$ cat config.mk
export PLATFORM = sky130hd
export DESIGN_NAME = ra_cfg_ctl_flat
export DESIGN_NICKNAME = d
export VERILOG_FILES = /design/src/rtl/ra_cfg_pkg.sv /design/src/rtl/ra_cfg_ctl_if.sv /design/src/rtl/ra_cfg_mux.sv /design/src/rtl/ra_cfg_ctl.sv /design/src/flat_wrapper.sv
export SDC_FILE = /design/constraint.sdc
export NUM_CORES = 1
export LEC_CHECK = 0
export CAP_MARGIN = 10
export CORE_MARGIN = 2
export CORE_UTILIZATION = 35
export DETAILED_ROUTE_END_ITERATION = 6
export HOLD_SLACK_MARGIN = 0.05
export PLACE_DENSITY_LB_ADDON = 0.2
export SYNTH_ARGS = -nofsm -noshare
export SYNTH_HDL_FRONTEND = slang
export SYNTH_SLANG_ARGS = --single-unit
$ cat constraint.sdc
create_clock -name clk -period 7.6 [get_ports clk]
set_input_delay 0.76 -clock clk [delete_from_list [all_inputs] [get_ports clk]]
set_output_delay 0.76 -clock clk [all_outputs]
set_load 0.01 [all_outputs]
$ cat src/rtl/ra_cfg_pkg.sv
// Shared types for the config-register controller: FSM encoding, address width
// and the target slice position helper.
`ifndef LCBSDR_CONFIGWIDTH
`define LCBSDR_CONFIGWIDTH 8
`endif

package ra_cfg_pkg;

   localparam int ADDR_W = 3;

   typedef enum logic [2:0] {
      IDLE = 3'd0,
      WR   = 3'd1,
      CHK  = 3'd2,
      RD   = 3'd3,
      RSP  = 3'd4
   } state_t;

   // Target 0 sits in the MSBs of the concatenated readback bus.
   function automatic int tgt_lsb(input int idx, input int num_tgt, input int cw);
      return (num_tgt - 1 - idx) * cw;
   endfunction

endpackage

$ cat src/rtl/ra_cfg_ctl_if.sv
// Host request/response bundle for ra_cfg_ctl; the host drives master, the
// controller takes slave.
interface ra_cfg_ctl_if #(
   parameter int CW = `LCBSDR_CONFIGWIDTH
);
   import ra_cfg_pkg::*;

   logic              req_val;
   logic              req_rdy;
   logic              req_rd;
   logic              req_bcast;
   logic [ADDR_W-1:0] req_addr;
   logic [CW-1:0]     req_dat;
   logic              rsp_val;
   logic              rsp_rdy;
   logic [CW-1:0]     rsp_dat;
   logic              rsp_err;

   modport master (
      output req_val, req_rd, req_bcast, req_addr, req_dat, rsp_rdy,
      input  req_rdy, rsp_val, rsp_dat, rsp_err
   );

   modport slave (
      input  req_val, req_rd, req_bcast, req_addr, req_dat, rsp_rdy,
      output req_rdy, rsp_val, rsp_dat, rsp_err
   );

endinterface

$ cat src/rtl/ra_cfg_mux.sv
// Selects one CW-wide target readback slice from the concatenated cfg_in bus;
// an index beyond NUM_TGT returns zero.
module ra_cfg_mux
   import ra_cfg_pkg::*;
#(
   parameter int NUM_TGT = 6,
   parameter int CW      = `LCBSDR_CONFIGWIDTH
) (
   input  logic [NUM_TGT*CW-1:0] cfg_in,
   input  logic [ADDR_W-1:0]     idx,
   output logic [CW-1:0]         slice
);

   always_comb begin
      slice = '0;
      for (int i = 0; i < NUM_TGT; i++) begin
         if (idx == ADDR_W'(i)) begin
            slice = cfg_in[tgt_lsb(i, NUM_TGT, CW) +: CW];
         end
      end
   end

endmodule

$ cat src/rtl/ra_cfg_ctl.sv
// Config-register write/readback controller. Optional broadcast writes are
// enabled by defining RA_CFG_CTL_BCAST_EN.
//
// state | meaning
// IDLE  | ready for a host request
// WR    | strobe cfg_wr for the latched target(s)
// CHK   | capture readback and compare against written data
// RD    | capture readback of the addressed target
// RSP   | hold response until the host takes it
module ra_cfg_ctl
   import ra_cfg_pkg::*;
#(
   parameter int NUM_TGT = 6,
   parameter int CW      = `LCBSDR_CONFIGWIDTH
) (
   input  logic                  clk,
   input  logic                  reset_n,
   ra_cfg_ctl_if.slave           bus,
   output logic [NUM_TGT-1:0]    cfg_wr,
   output logic [CW-1:0]         cfg_dat,
   input  logic [NUM_TGT*CW-1:0] cfg_in,
   output logic [7:0]            err_cnt
);

   state_t            state_q, state_d;
   logic [ADDR_W-1:0] addr_q, addr_d;
   logic [CW-1:0]     dat_q, dat_d;
   logic              bcast_q, bcast_d;
   logic [CW-1:0]     rsp_dat_q, rsp_dat_d;
   logic              rsp_err_q, rsp_err_d;
   logic [7:0]        err_cnt_q, err_cnt_d;

   logic              bcast_req;
   logic [ADDR_W-1:0] mux_idx;
   logic [CW-1:0]     sel_slice;
   logic              all_mis;

`ifdef RA_CFG_CTL_BCAST_EN
   assign bcast_req = bus.req_bcast & ~bus.req_rd;
`else
   logic unused_bcast;
   assign bcast_req    = 1'b0;
   assign unused_bcast = bus.req_bcast;
`endif

   // A broadcast reports target 0's readback.
   assign mux_idx = bcast_q ? '0 : addr_q;

   ra_cfg_mux #(
      .NUM_TGT (NUM_TGT),
      .CW      (CW)
   ) u_mux (
      .cfg_in (cfg_in),
      .idx    (mux_idx),
      .slice  (sel_slice)
   );

   always_comb begin
      all_mis = 1'b0;
      for (int i = 0; i < NUM_TGT; i++) begin
         if (cfg_in[tgt_lsb(i, NUM_TGT, CW) +: CW] != dat_q) begin
            all_mis = 1'b1;
         end
      end
   end

   always_comb begin
      state_d   = state_q;
      addr_d    = addr_q;
      dat_d     = dat_q;
      bcast_d   = bcast_q;
      rsp_dat_d = rsp_dat_q;
      rsp_err_d = rsp_err_q;
      err_cnt_d = err_cnt_q;

      case (state_q)
         IDLE: begin
            if (bus.req_val) begin
               addr_d  = bus.req_addr;
               dat_d   = bus.req_dat;
               bcast_d = bcast_req;
               if (!bcast_req && (int'(bus.req_addr) >= NUM_TGT)) begin
                  rsp_dat_d = '0;
                  rsp_err_d = 1'b1;
                  state_d   = RSP;
               end else if (bus.req_rd) begin
                  state_d = RD;
               end else begin
                  state_d = WR;
               end
            end
         end
         WR: state_d = CHK;
         CHK: begin
            rsp_dat_d = sel_slice;
            rsp_err_d = bcast_q ? all_mis : (sel_slice != dat_q);
            state_d   = RSP;
         end
         RD: begin
            rsp_dat_d = sel_slice;
            rsp_err_d = 1'b0;
            state_d   = RSP;
         end
         RSP: begin
            if (bus.rsp_rdy) begin
               state_d = IDLE;
            end
         end
         default: state_d = IDLE;
      endcase

      if ((state_d == RSP) && (state_q != RSP) && rsp_err_d && (err_cnt_q != 8'hFF)) begin
         err_cnt_d = err_cnt_q + 8'd1;
      end
   end

   always_ff @(posedge clk or negedge reset_n) begin
      if (!reset_n) begin
         state_q   <= IDLE;
         addr_q    <= '0;
         dat_q     <= '0;
         bcast_q   <= 1'b0;
         rsp_dat_q <= '0;
         rsp_err_q <= 1'b0;
         err_cnt_q <= '0;
      end else begin
         state_q   <= state_d;
         addr_q    <= addr_d;
         dat_q     <= dat_d;
         bcast_q   <= bcast_d;
         rsp_dat_q <= rsp_dat_d;
         rsp_err_q <= rsp_err_d;
         err_cnt_q <= err_cnt_d;
      end
   end

   // Strobes decode straight from the state register so reset kills them at once.
   always_comb begin
      cfg_wr = '0;
      for (int i = 0; i < NUM_TGT; i++) begin
         cfg_wr[i] = (state_q == WR) && (bcast_q || (addr_q == ADDR_W'(i)));
      end
   end

   assign cfg_dat     = dat_q;
   assign bus.req_rdy = (state_q == IDLE);
   assign bus.rsp_val = (state_q == RSP);
   assign bus.rsp_dat = rsp_dat_q;
   assign bus.rsp_err = rsp_err_q;
   assign err_cnt     = err_cnt_q;

endmodule

$ cat src/flat_wrapper.sv
// flat-port wrapper written by rule: the top's interface ports become plain ports
module ra_cfg_ctl_flat import ra_cfg_pkg::*;
#(
   parameter int NUM_TGT = 6,
   parameter int CW      = `LCBSDR_CONFIGWIDTH
)
  (clk, reset_n, cfg_wr, cfg_dat, cfg_in, err_cnt, bus_req_val, bus_req_rd, bus_req_bcast, bus_req_addr, bus_req_dat, bus_rsp_rdy, bus_req_rdy, bus_rsp_val, bus_rsp_dat, bus_rsp_err);
  ra_cfg_ctl_if #(.CW(CW)) bus_i ();
  input  logic clk;
  input  logic reset_n;
  output logic [NUM_TGT-1:0] cfg_wr;
  output logic [CW-1:0] cfg_dat;
  input  logic [NUM_TGT*CW-1:0] cfg_in;
  output logic [7:0] err_cnt;
  input wire logic [$bits(bus_i.req_val)-1:0] bus_req_val;
  input wire logic [$bits(bus_i.req_rd)-1:0] bus_req_rd;
  input wire logic [$bits(bus_i.req_bcast)-1:0] bus_req_bcast;
  input wire logic [$bits(bus_i.req_addr)-1:0] bus_req_addr;
  input wire logic [$bits(bus_i.req_dat)-1:0] bus_req_dat;
  input wire logic [$bits(bus_i.rsp_rdy)-1:0] bus_rsp_rdy;
  output wire logic [$bits(bus_i.req_rdy)-1:0] bus_req_rdy;
  output wire logic [$bits(bus_i.rsp_val)-1:0] bus_rsp_val;
  output wire logic [$bits(bus_i.rsp_dat)-1:0] bus_rsp_dat;
  output wire logic [$bits(bus_i.rsp_err)-1:0] bus_rsp_err;
  assign bus_i.req_val = bus_req_val;
  assign bus_i.req_rd = bus_req_rd;
  assign bus_i.req_bcast = bus_req_bcast;
  assign bus_i.req_addr = bus_req_addr;
  assign bus_i.req_dat = bus_req_dat;
  assign bus_i.rsp_rdy = bus_rsp_rdy;
  assign bus_req_rdy = bus_i.req_rdy;
  assign bus_rsp_val = bus_i.rsp_val;
  assign bus_rsp_dat = bus_i.rsp_dat;
  assign bus_rsp_err = bus_i.rsp_err;
  ra_cfg_ctl #(.NUM_TGT(NUM_TGT), .CW(CW)) u_core (.clk(clk), .reset_n(reset_n), .bus(bus_i), .cfg_wr(cfg_wr), .cfg_dat(cfg_dat), .cfg_in(cfg_in), .err_cnt(err_cnt));
endmodule
==> results of run 1 <==
-- report_power, final --
group          internal [uW]  leakage, uW  switching [uW]
clock                   82.3    0.0000505            64.0
combinational            314     0.000889             308
sequential               231     0.000391            95.6
-- tightest hold or removal path, cell delays in order (launching register included) --
cell and delay (ns):
dfrtp_1 0.35, nand2_1 0.05, nand2_1 0.05
-- layout make-up --
type,count,area (sq um),area share [%]
Inverter,16,60.1,1.87
Multi-Input combinational cell,171,1210,37.5
Clock buffer,7,96.3,3.00
Tap cell,75,93.8,2.92
Clock inverter,1,7.51,0.233
Timing Repair Buffer,98,976,30.4
Sequential cell,31,776,24.1
-- flip-flops by register name, indices dropped and copies added (netlist names) --
name / count
u_core.state_q: 3
u_core.err_cnt: 8
u_core.cfg_dat: 8
u_core.bus.rsp_dat: 8
u_core.addr_q: 3
u_core.bus.rsp_err: 1
-- how the worst max path moves through the flow --
stage                                 start  depth (start not counted)  slack (ns)                       endpoint
2_1_floorplan                    cfg_in[36]                          7        4.72  u_core.err_cnt[6]$_DFFE_PN0P_
3_3_place_gp                     cfg_in[35]                          8        4.08  u_core.err_cnt[7]$_DFFE_PN0P_
3_5_place_dp                     cfg_in[35]                          8        4.04  u_core.err_cnt[7]$_DFFE_PN0P_
4_1_cts                          cfg_in[35]                          8        4.34  u_core.err_cnt[7]$_DFFE_PN0P_
5_1_grt        u_core.addr_q[2]$_DFFE_PN0P_                          7        4.16  u_core.err_cnt[6]$_DFFE_PN0P_
6_report                         cfg_in[35]                          8        4.33  u_core.err_cnt[7]$_DFFE_PN0P_
-- per-layer routing --
metal  vias to the layer above  global-route usage, %  routed length, um
li1                       1042                      -                  -
met1                       982                   25.8               2800
met2                        89                   30.7               2870
met3                         7                   4.62                585
met4                         0                   5.08                 87
met5                         -                      0                  0
-- cell usage in the layout (no fill, tap or decap), types with 2 or more instances in the layout --
master,instances
buf_4,2
mux4_1,2
o21ai_0,15
o21ai_1,2
o221ai_1,4
dfrtp_1,31
xor2_1,5
nor2_1,13
nor2b_1,2
nor4_1,2
a22o_1,2
and2_1,2
inv_1,16
xnor2_1,2
clkbuf_8,7
a21o_1,2
o22a_1,3
a31oi_1,4
o211ai_1,2
a211oi_1,4
mux2_1,3
and3_1,2
nor3_1,7
nand2b_1,2
nand2_1,23
o22ai_1,3
a21oi_1,6
nand4_1,2
o311ai_0,2
clkdlybuf4s50_1,96
nand3_1,14
mux2i_1,15
mux2_2,9
-- per-stage QoR --
step                      cell area, sq um  setup WS (ns)  instances
after CTS                             3220           4.34        399
final                                 3220           4.33        399
after global placement                3110           4.08        391
after detailed placement              3110           4.04        391
after global routing                  3220           4.16        399
after floorplan                       2100           4.72        229
-- logic make-up (layout without fill, tap and decap cells) --
| family | after synthesis | after routing | share of synthesized area, % |
|---|---|---|---|
| buffers and inverters | 27 | 122 | 5.83 |
| adder cells (fa/ha/maj) | 1 | 1 | 0.594 |
| XOR/XNOR | 7 | 7 | 2.91 |
| flip-flops | 31 | 31 | 36.9 |
| multiplexers | 29 | 29 | 16.1 |
| AO/OA/AOI/OAI | 63 | 63 | 22.1 |
| AND/OR/NAND/NOR | 71 | 71 | 15.6 |
==> flow_summary.ini, run 1 <==
[cts]
cts_tree = done
cts_resized = 0
clk_latency_ns = 0.29
clk_pin_slew_ns = 0.07
cts_buffers = 5
cts_buffer_depth = 2
cts_max_level = 2
ctsHoldBuffers = 0
cts_setup_buffers = 0
root_buffer = clkbuf_8
clock_sinks = 31

[routing]
drt-pass1-iter-count = 4
drt_first_iter_violations = 130
wl_per_cell_um = 15.9
avgViaCountPerCell = 5.31
routed_wl_um = 6340
drc = 0
vias = 2120
antenna_left = 0

[synthesis]
ys.flop_type = dfrtp_1
ys_seq_elements = 31
synth_area_sq_um = 2100
synth_area_per_cell_sq_um = 9.19
yosys.area.top_type = dfrtp_1
synth.most_common_cell = dfrtp_1
synth_top_area_share_pct = 36.9
ys_async_sr_fraction_pct = 100
synth_edf_count = 0
synth_commonest_cells = dfrtp_1, nand2_1, inv_1, mux2i_1, o21ai_0
synth_nets = 295
synth_cells = 229
synth_area_leaders = dfrtp_1, mux2i_1, mux2_2, nand2_1, o21ai_0
yosysWarnings = 0
ys_types = 51
seq_area_frac_synth_pct = 36.9

[worst_setup_path]
r2r_slack_ns = 4.35
path_max_fanout = 8
critPathBufInv = 1
cp-start-kind = input port
r2r_start = u_core.addr_q[0]$_DFFE_PN0P_
crit_type = input port to register
critical-path-max-stage-delay_ns = 0.60
cp.required_ns = 7.77
reg2reg_to = u_core.err_cnt[7]$_DFFE_PN0P_
cp-end-kind = register
crit_slowest_cell = o41ai_4
worstPathArrival_ns = 3.44
crit_family = compound AO/OA/AOI/OAI gates
cp_cell_sequence = clkdlybuf4s50_1, mux4_1, o21ai_0, o22ai_1, o31a_1, o41ai_4, a211oi_1, mux2_1
reg2reg_depth = 9

[global_route]
antenna_found_initial = 0
grt_max_degree = 36
grt_pass1_vias = 1918
grt_pass1_wl_um = 9650
grtUsageTotal_pct = 19.1
gr-total-overflow = 0

[sta]
skew_ns = 0.00671
finalSetupViolCount = 0
tns_ns = 0
max_freq_mhz = 306
finalCritPeriodShare_pct = 43.0
maxSlewHeadroom_pct = 59.3
fin_crit_ns = 3.27
tightest_slew_ns = 0.611
holdWs_ns = 0.491
drv_slew = 0
rsz0062_at_grt = no
hold_viol_final = 0

[final_layout]
drive_above_1_share_pct = 7.41
diodes = 0
area_delta_synth_final_pct = 52.8
final_util_pct = 55.0
nNetsFinal = 389
num-fill-cells = 538

[worst_hold_path]
hold_start = u_core.bus.rsp_dat[3]$_DFFE_PN0P_
hold_end = u_core.bus.rsp_dat[3]$_DFFE_PN0P_
hp-class = register to register
hold_depth = 2

[floorplan]
dieHeight_um = 81.5
die_area_sq_um = 6650
start_util_pct = 36.0
pin_count = 98
die_w_um = 81.5
core-area_sq_um = 5850
fp-row-count = 28

[power_and_ir_drop]
p_total_uw = 1100
power.density_nw_per_um2 = 341
p_leak_uw = 0.00133
peakVddDrop_v = 0.000159

[placed_design]
place.gp.congestion = 0.836
dp_hpwl_um = 4950
port_buffers = 96

[run]
cap_violations = 0

[outcome]
status = finished, final reports clean
No activity file was read; power rests on OpenSTA's default activity.
==> inputs of run 2 (changes only) <==
==> constraint.sdc (replaced) <==
create_clock -name clk -period 3.4 [get_ports clk]
set_input_delay 0.34 -clock clk [delete_from_list [all_inputs] [get_ports clk]]
set_output_delay 0.34 -clock clk [all_outputs]
set_load 0.01 [all_outputs]
==> run 2 against run 1 <==
Net effect:
- sequential cell count unchanged
- largest power group unchanged
- clock skew down 0.0018 ns
- first-iteration DRC count decreased by 35%
- worst setup slack worse by 4.0 ns
- critical path depth unchanged
- sequential share of layout area fell by 0.28 points
- highest routed layer unchanged
- critical path type is now register to register
- global-route usage up 0.68 points
- total power is 130% higher
- die area is the same
==> flow_summary.ini, run 2 (synthesis gave the netlist of run 1 again) <==
[global_route]
grtUsageTotal_pct = 19.8
grt_max_degree = 32
grt_pass1_wl_um = 10100
antenna_found_initial = 0
grt-busiest-layer = met2
use_met2_pct = 33.0
gr-total-overflow = 0
grt_pass1_vias = 2084
grt.met3_usage_pct = 4.51
grtUsageMet1_pct = 25.6

[cts]
cts_setup_buffers = 0
ctsHoldBuffers = 0
cts_max_level = 2
cts_resized = 0
cts_buffer_depth = 2
root_buffer = clkbuf_8
clock_sinks = 31
clk_latency_ns = 0.29
cts_buffers = 5
cts_tree = done
clk_pin_slew_ns = 0.07

[routing]
antenna_left = 0
routed_wl_um = 6440
drc = 0
vias = 2149
wl_per_cell_um = 16.0
drt_first_iter_violations = 85
drt-pass1-iter-count = 4
avgViaCountPerCell = 5.32

[sta]
hold_viol_final = 0
tns_ns = 0
drv_slew = 0
finalSetupViolCount = 0
skew_ns = 0.00495
fin_crit_ns = 3.06
max_freq_mhz = 327
tightest_slew_ns = 0.574
setup_slack_ns = 0.340
finalCritPeriodShare_pct = 90.0
rsz0062_at_grt = no
maxSlewHeadroom_pct = 61.6

[power_and_ir_drop]
p_leak_uw = 0.00135
power.density_nw_per_um2 = 767
peakVddDrop_v = 0.000356

[floorplan]
die_area_sq_um = 6650
start_util_pct = 36.0
core-area_sq_um = 5850
die_w_um = 81.5
dieHeight_um = 81.5
fp-row-count = 28
pin_count = 98

[placed_design]
dp_hpwl_um = 5080
place.gp.congestion = 0.833
post-place-cells = 396
port_buffers = 96
dpl_cell_area_sq_um = 3150
dp_slack_ns = 0.275

[outcome]
status = finished, final reports clean

[final_layout]
drive_above_1_share_pct = 8.81
stdcell_count = 404
nNetsFinal = 394
mostFrequentLayoutCells = clkdlybuf4s50_1, dfrtp_1, nand2_1
area_delta_synth_final_pct = 54.6
fin_area_sq_um = 3250
final_common_cell = clkdlybuf4s50_1
diodes = 0

[worst_setup_path]
path_max_fanout = 10
crit_type = register to register
cp-end-kind = register
cp.required_ns = 3.57
worstPathArrival_ns = 3.23
cp-start-kind = register

[worst_hold_path]
hp-class = input port to async pin

[run]
cap_violations = 0
run 2: path summary, 6_finish.rpt:
kind | slack, ns | cells after the start | start | end
max | 0.34 | 8 | u_core.addr_q[1]$_DFFE_PN0P_ | u_core.err_cnt[7]$_DFFE_PN0P_
min | 0.44 | 2 | reset_n | u_core.cfg_dat[0]$_DFFE_PN0P_
max reg2reg | 0.34 | 8 | u_core.addr_q[1]$_DFFE_PN0P_ | u_core.err_cnt[7]$_DFFE_PN0P_
min reg2reg | 0.48 | 2 | u_core.bus.rsp_dat[3]$_DFFE_PN0P_ | u_core.bus.rsp_dat[3]$_DFFE_PN0P_
max in group asynchronous | 2.66 | 2 | reset_n | u_core.bus.rsp_dat[2]$_DFFE_PN0P_
min in group clk | 0.48 | 2 | u_core.bus.rsp_dat[3]$_DFFE_PN0P_ | u_core.bus.rsp_dat[3]$_DFFE_PN0P_
run 2: per-layer routing:
layer | share of wire (%) | vias to the layer above
li1 | - | 1046
met1 | 44 | 1014
met2 | 46 | 81
met3 | 9.1 | 8
met4 | 1.5 | 0
met5 | 0 | -
run 2: area by class of cell:
cell class                      instances  area (sq um)
Fill cell                             547          2600
Timing Repair Buffer                  103          1010
Tap cell                               75          93.8
Sequential cell                        31           776
Clock buffer                            7          96.3
Inverter                               16          60.1
Multi-Input combinational cell        171          1210
Clock inverter                          1          7.51
run 2: metrics by stage:
| step | hold slack, ns | power (uW) | util, % |
|---|---|---|---|
| 5_1_grt | 0.496 | 2700 | 55.6 |
| 4_1_cts | 0.456 | 2520 | 55.6 |
| 2_1_floorplan | 0.0444 | 1580 | - |
| 3_3_place_gp | 0.457 | 2150 | 53.8 |
| 3_5_place_dp | 0.466 | 2180 | 53.8 |
| 6_report | 0.441 | 2500 | 55.6 |
run 2: worst max-delay path, cell delays in order (launching register included):
cell	delay [ns]
dfrtp_1	0.48
inv_1	0.21
nand2_1	0.24
o311ai_0	0.35
o2111ai_1	0.17
o31a_1	0.35
o41ai_4	0.62
a211oi_1	0.18
mux2_1	0.34
run 2: report_power, final:
group          switching, uW  leakage (uW)  internal (uW)  total [uW]
Sequential               190      0.000391            518         708
Clock                    145     0.0000505            184         329
Combinational            721      0.000914            737        1460
Total                   1060       0.00135           1440        2500
==> inputs of run 3 (changes only) <==
--- a/config.mk
+++ b/config.mk
@@ -6,8 +6,8 @@
 export NUM_CORES = 1
 export LEC_CHECK = 0
 export CAP_MARGIN = 10
-export CORE_MARGIN = 2
 export CORE_UTILIZATION = 35
+export CTS_BUF_LIST = sky130_fd_sc_hd__clkbuf_8
 export DETAILED_ROUTE_END_ITERATION = 6
 export HOLD_SLACK_MARGIN = 0.05
 export PLACE_DENSITY_LB_ADDON = 0.2
==> run 3 against run 2 <==
Net effect:
- routed wire length rose by 1.2%
- total power rose by 3.0%
- critical path type unchanged
- highest routed layer unchanged
- largest power group unchanged
- clock power rose by 16%
- via count rose by 0.42%
- register-to-register slack barely moved
- die area fell by 4.8%
==> flow_summary.ini, run 3 (synthesis gave the netlist of run 1 again) <==
[routing]
routed_wl_um = 6520
wl_per_cell_um = 16.2
drt_first_iter_violations = 132
drc = 0
antenna_left = 0
avgViaCountPerCell = 5.37
vias = 2158
drt-pass1-iter-count = 4

[power_and_ir_drop]
peakVddDrop_v = 0.000527
power.density_nw_per_um2 = 786
p_leak_uw = 0.00137

[worst_setup_path]
path_max_fanout = 13
worstPathArrival_ns = 3.24
cp.required_ns = 3.56
reg2reg_to = u_core.err_cnt[7]$_DFFE_PN0P_
reg2reg_depth = 8
r2r_slack_ns = 0.32
r2r_start = u_core.addr_q[2]$_DFFE_PN0P_
crit_type = register to register
cp-start-kind = register
cp-end-kind = register

[sta]
holdWs_ns = 0.441
finalSetupViolCount = 0
finalCritPeriodShare_pct = 90.4
rsz0062_at_grt = no
max_freq_mhz = 325
fin_crit_ns = 3.08
tightest_slew_ns = 0.578
maxSlewHeadroom_pct = 61.3
tns_ns = 0
hold_viol_final = 0
skew_ns = 0.00838
drv_slew = 0

[worst_hold_path]
hp-class = input port to async pin

[cts]
clk_latency_ns = 0.29
cts_setup_buffers = 0
clk_pin_slew_ns = 0.07
cts_buffers = 5
cts_max_level = 2
cts_tree = done
ctsHoldBuffers = 0
cts_buffer_depth = 2
cts_resized = 0
root_buffer = clkbuf_8
clock_sinks = 31

[global_route]
grt_pass1_vias = 2108
grt_max_degree = 32
grtUsageTotal_pct = 21.8
grt_pass1_wl_um = 10500
antenna_found_initial = 0
gr-total-overflow = 0

[floorplan]
die_area_sq_um = 6330
start_util_pct = 37.3
dieHeight_um = 79.5
core-area_sq_um = 5640
die_w_um = 79.5
pin_count = 98
fp-row-count = 27

[final_layout]
final_common_cell = clkdlybuf4s50_1
mostFrequentLayoutCells = clkdlybuf4s50_1, dfrtp_1, nand2_1
area_delta_synth_final_pct = 55.4
num-fill-cells = 518
diodes = 0
drive_above_1_share_pct = 9.09
nNetsFinal = 395

[placed_design]
dp_hpwl_um = 5150
port_buffers = 96
place.gp.congestion = 0.867

[run]
cap_violations = 0

[outcome]
status = finished, final reports clean
==> run 3: cell types whose count changed in the layout (fill, tap and decap cells not counted), sizes merged <==
cell,before,now
clkinv,0,1
bufinv,0,1
clkinvlp,1,0
clkbuf,7,6
buf,7,8
==> run 3: how the worst max path moves through the flow <==
stage	startpoint	to	slack (ns)	cells past startpoint
3_3_place_gp	cfg_in[35]	u_core.err_cnt[7]$_DFFE_PN0P_	0.31	8
2_1_floorplan	u_core.addr_q[2]$_DFFE_PN0P_	u_core.err_cnt[6]$_DFFE_PN0P_	0.79	9
4_1_cts	u_core.addr_q[2]$_DFFE_PN0P_	u_core.err_cnt[7]$_DFFE_PN0P_	0.34	8
5_1_grt	u_core.addr_q[2]$_DFFE_PN0P_	u_core.err_cnt[7]$_DFFE_PN0P_	0.17	8
3_5_place_dp	cfg_in[27]	u_core.err_cnt[7]$_DFFE_PN0P_	0.27	8
6_report	u_core.addr_q[2]$_DFFE_PN0P_	u_core.err_cnt[7]$_DFFE_PN0P_	0.32	8
==> run 3: critical path, stage by stage, from the launching register on <==
cell,delay (ns)
dfrtp_1,0.54
or2_1,0.35
o22a_1,0.26
o311ai_0,0.14
o2111ai_1,0.19
o31a_1,0.36
o41ai_4,0.59
a211oi_1,0.18
mux2_1,0.35
==> run 3: power by group <==
| group | leakage (uW) | switching (uW) | internal [uW] |
|---|---|---|---|
| Clock | 0.0000612 | 145 | 237 |
| Combinational | 0.000918 | 730 | 742 |
| Sequential | 0.000391 | 199 | 518 |
==> run 3: final cells by class <==
class / count / area (sq um) / area share [%]
clock inverters: 2 / 35.0 / 1.07
well taps: 72 / 90.1 / 2.75
repair buffers: 104 / 1020 / 31.2
flip-flops and latches: 31 / 776 / 23.7
clock buffers: 6 / 82.6 / 2.52
multi-input cells: 171 / 1210 / 36.9
inverters: 16 / 60.1 / 1.84
==> run 3: metrics by stage <==
step | setup slack [ns] | area (sq um) | power (uW) | std cells | util [%]
after floorplan | 0.790 | 2100 | 1580 | 229 | -
after global placement | 0.308 | 3150 | 2170 | 394 | 55.9
after detailed placement | 0.269 | 3150 | 2190 | 394 | 55.9
after CTS | 0.336 | 3270 | 2580 | 402 | 58.0
after global routing | 0.171 | 3270 | 2760 | 402 | 58.0
final | 0.325 | 3270 | 2570 | 402 | 58.0
==> run 3: routing by layer <==
layer  part of all wire (%)  GRT usage, %  vias to the layer above
met5                      0             0                        -
met1                     44          28.6                     1022
met3                    7.2          5.03                        6
met4                    1.1          6.36                        0
met2                     48          35.5                       78
li1                       -             -                     1052
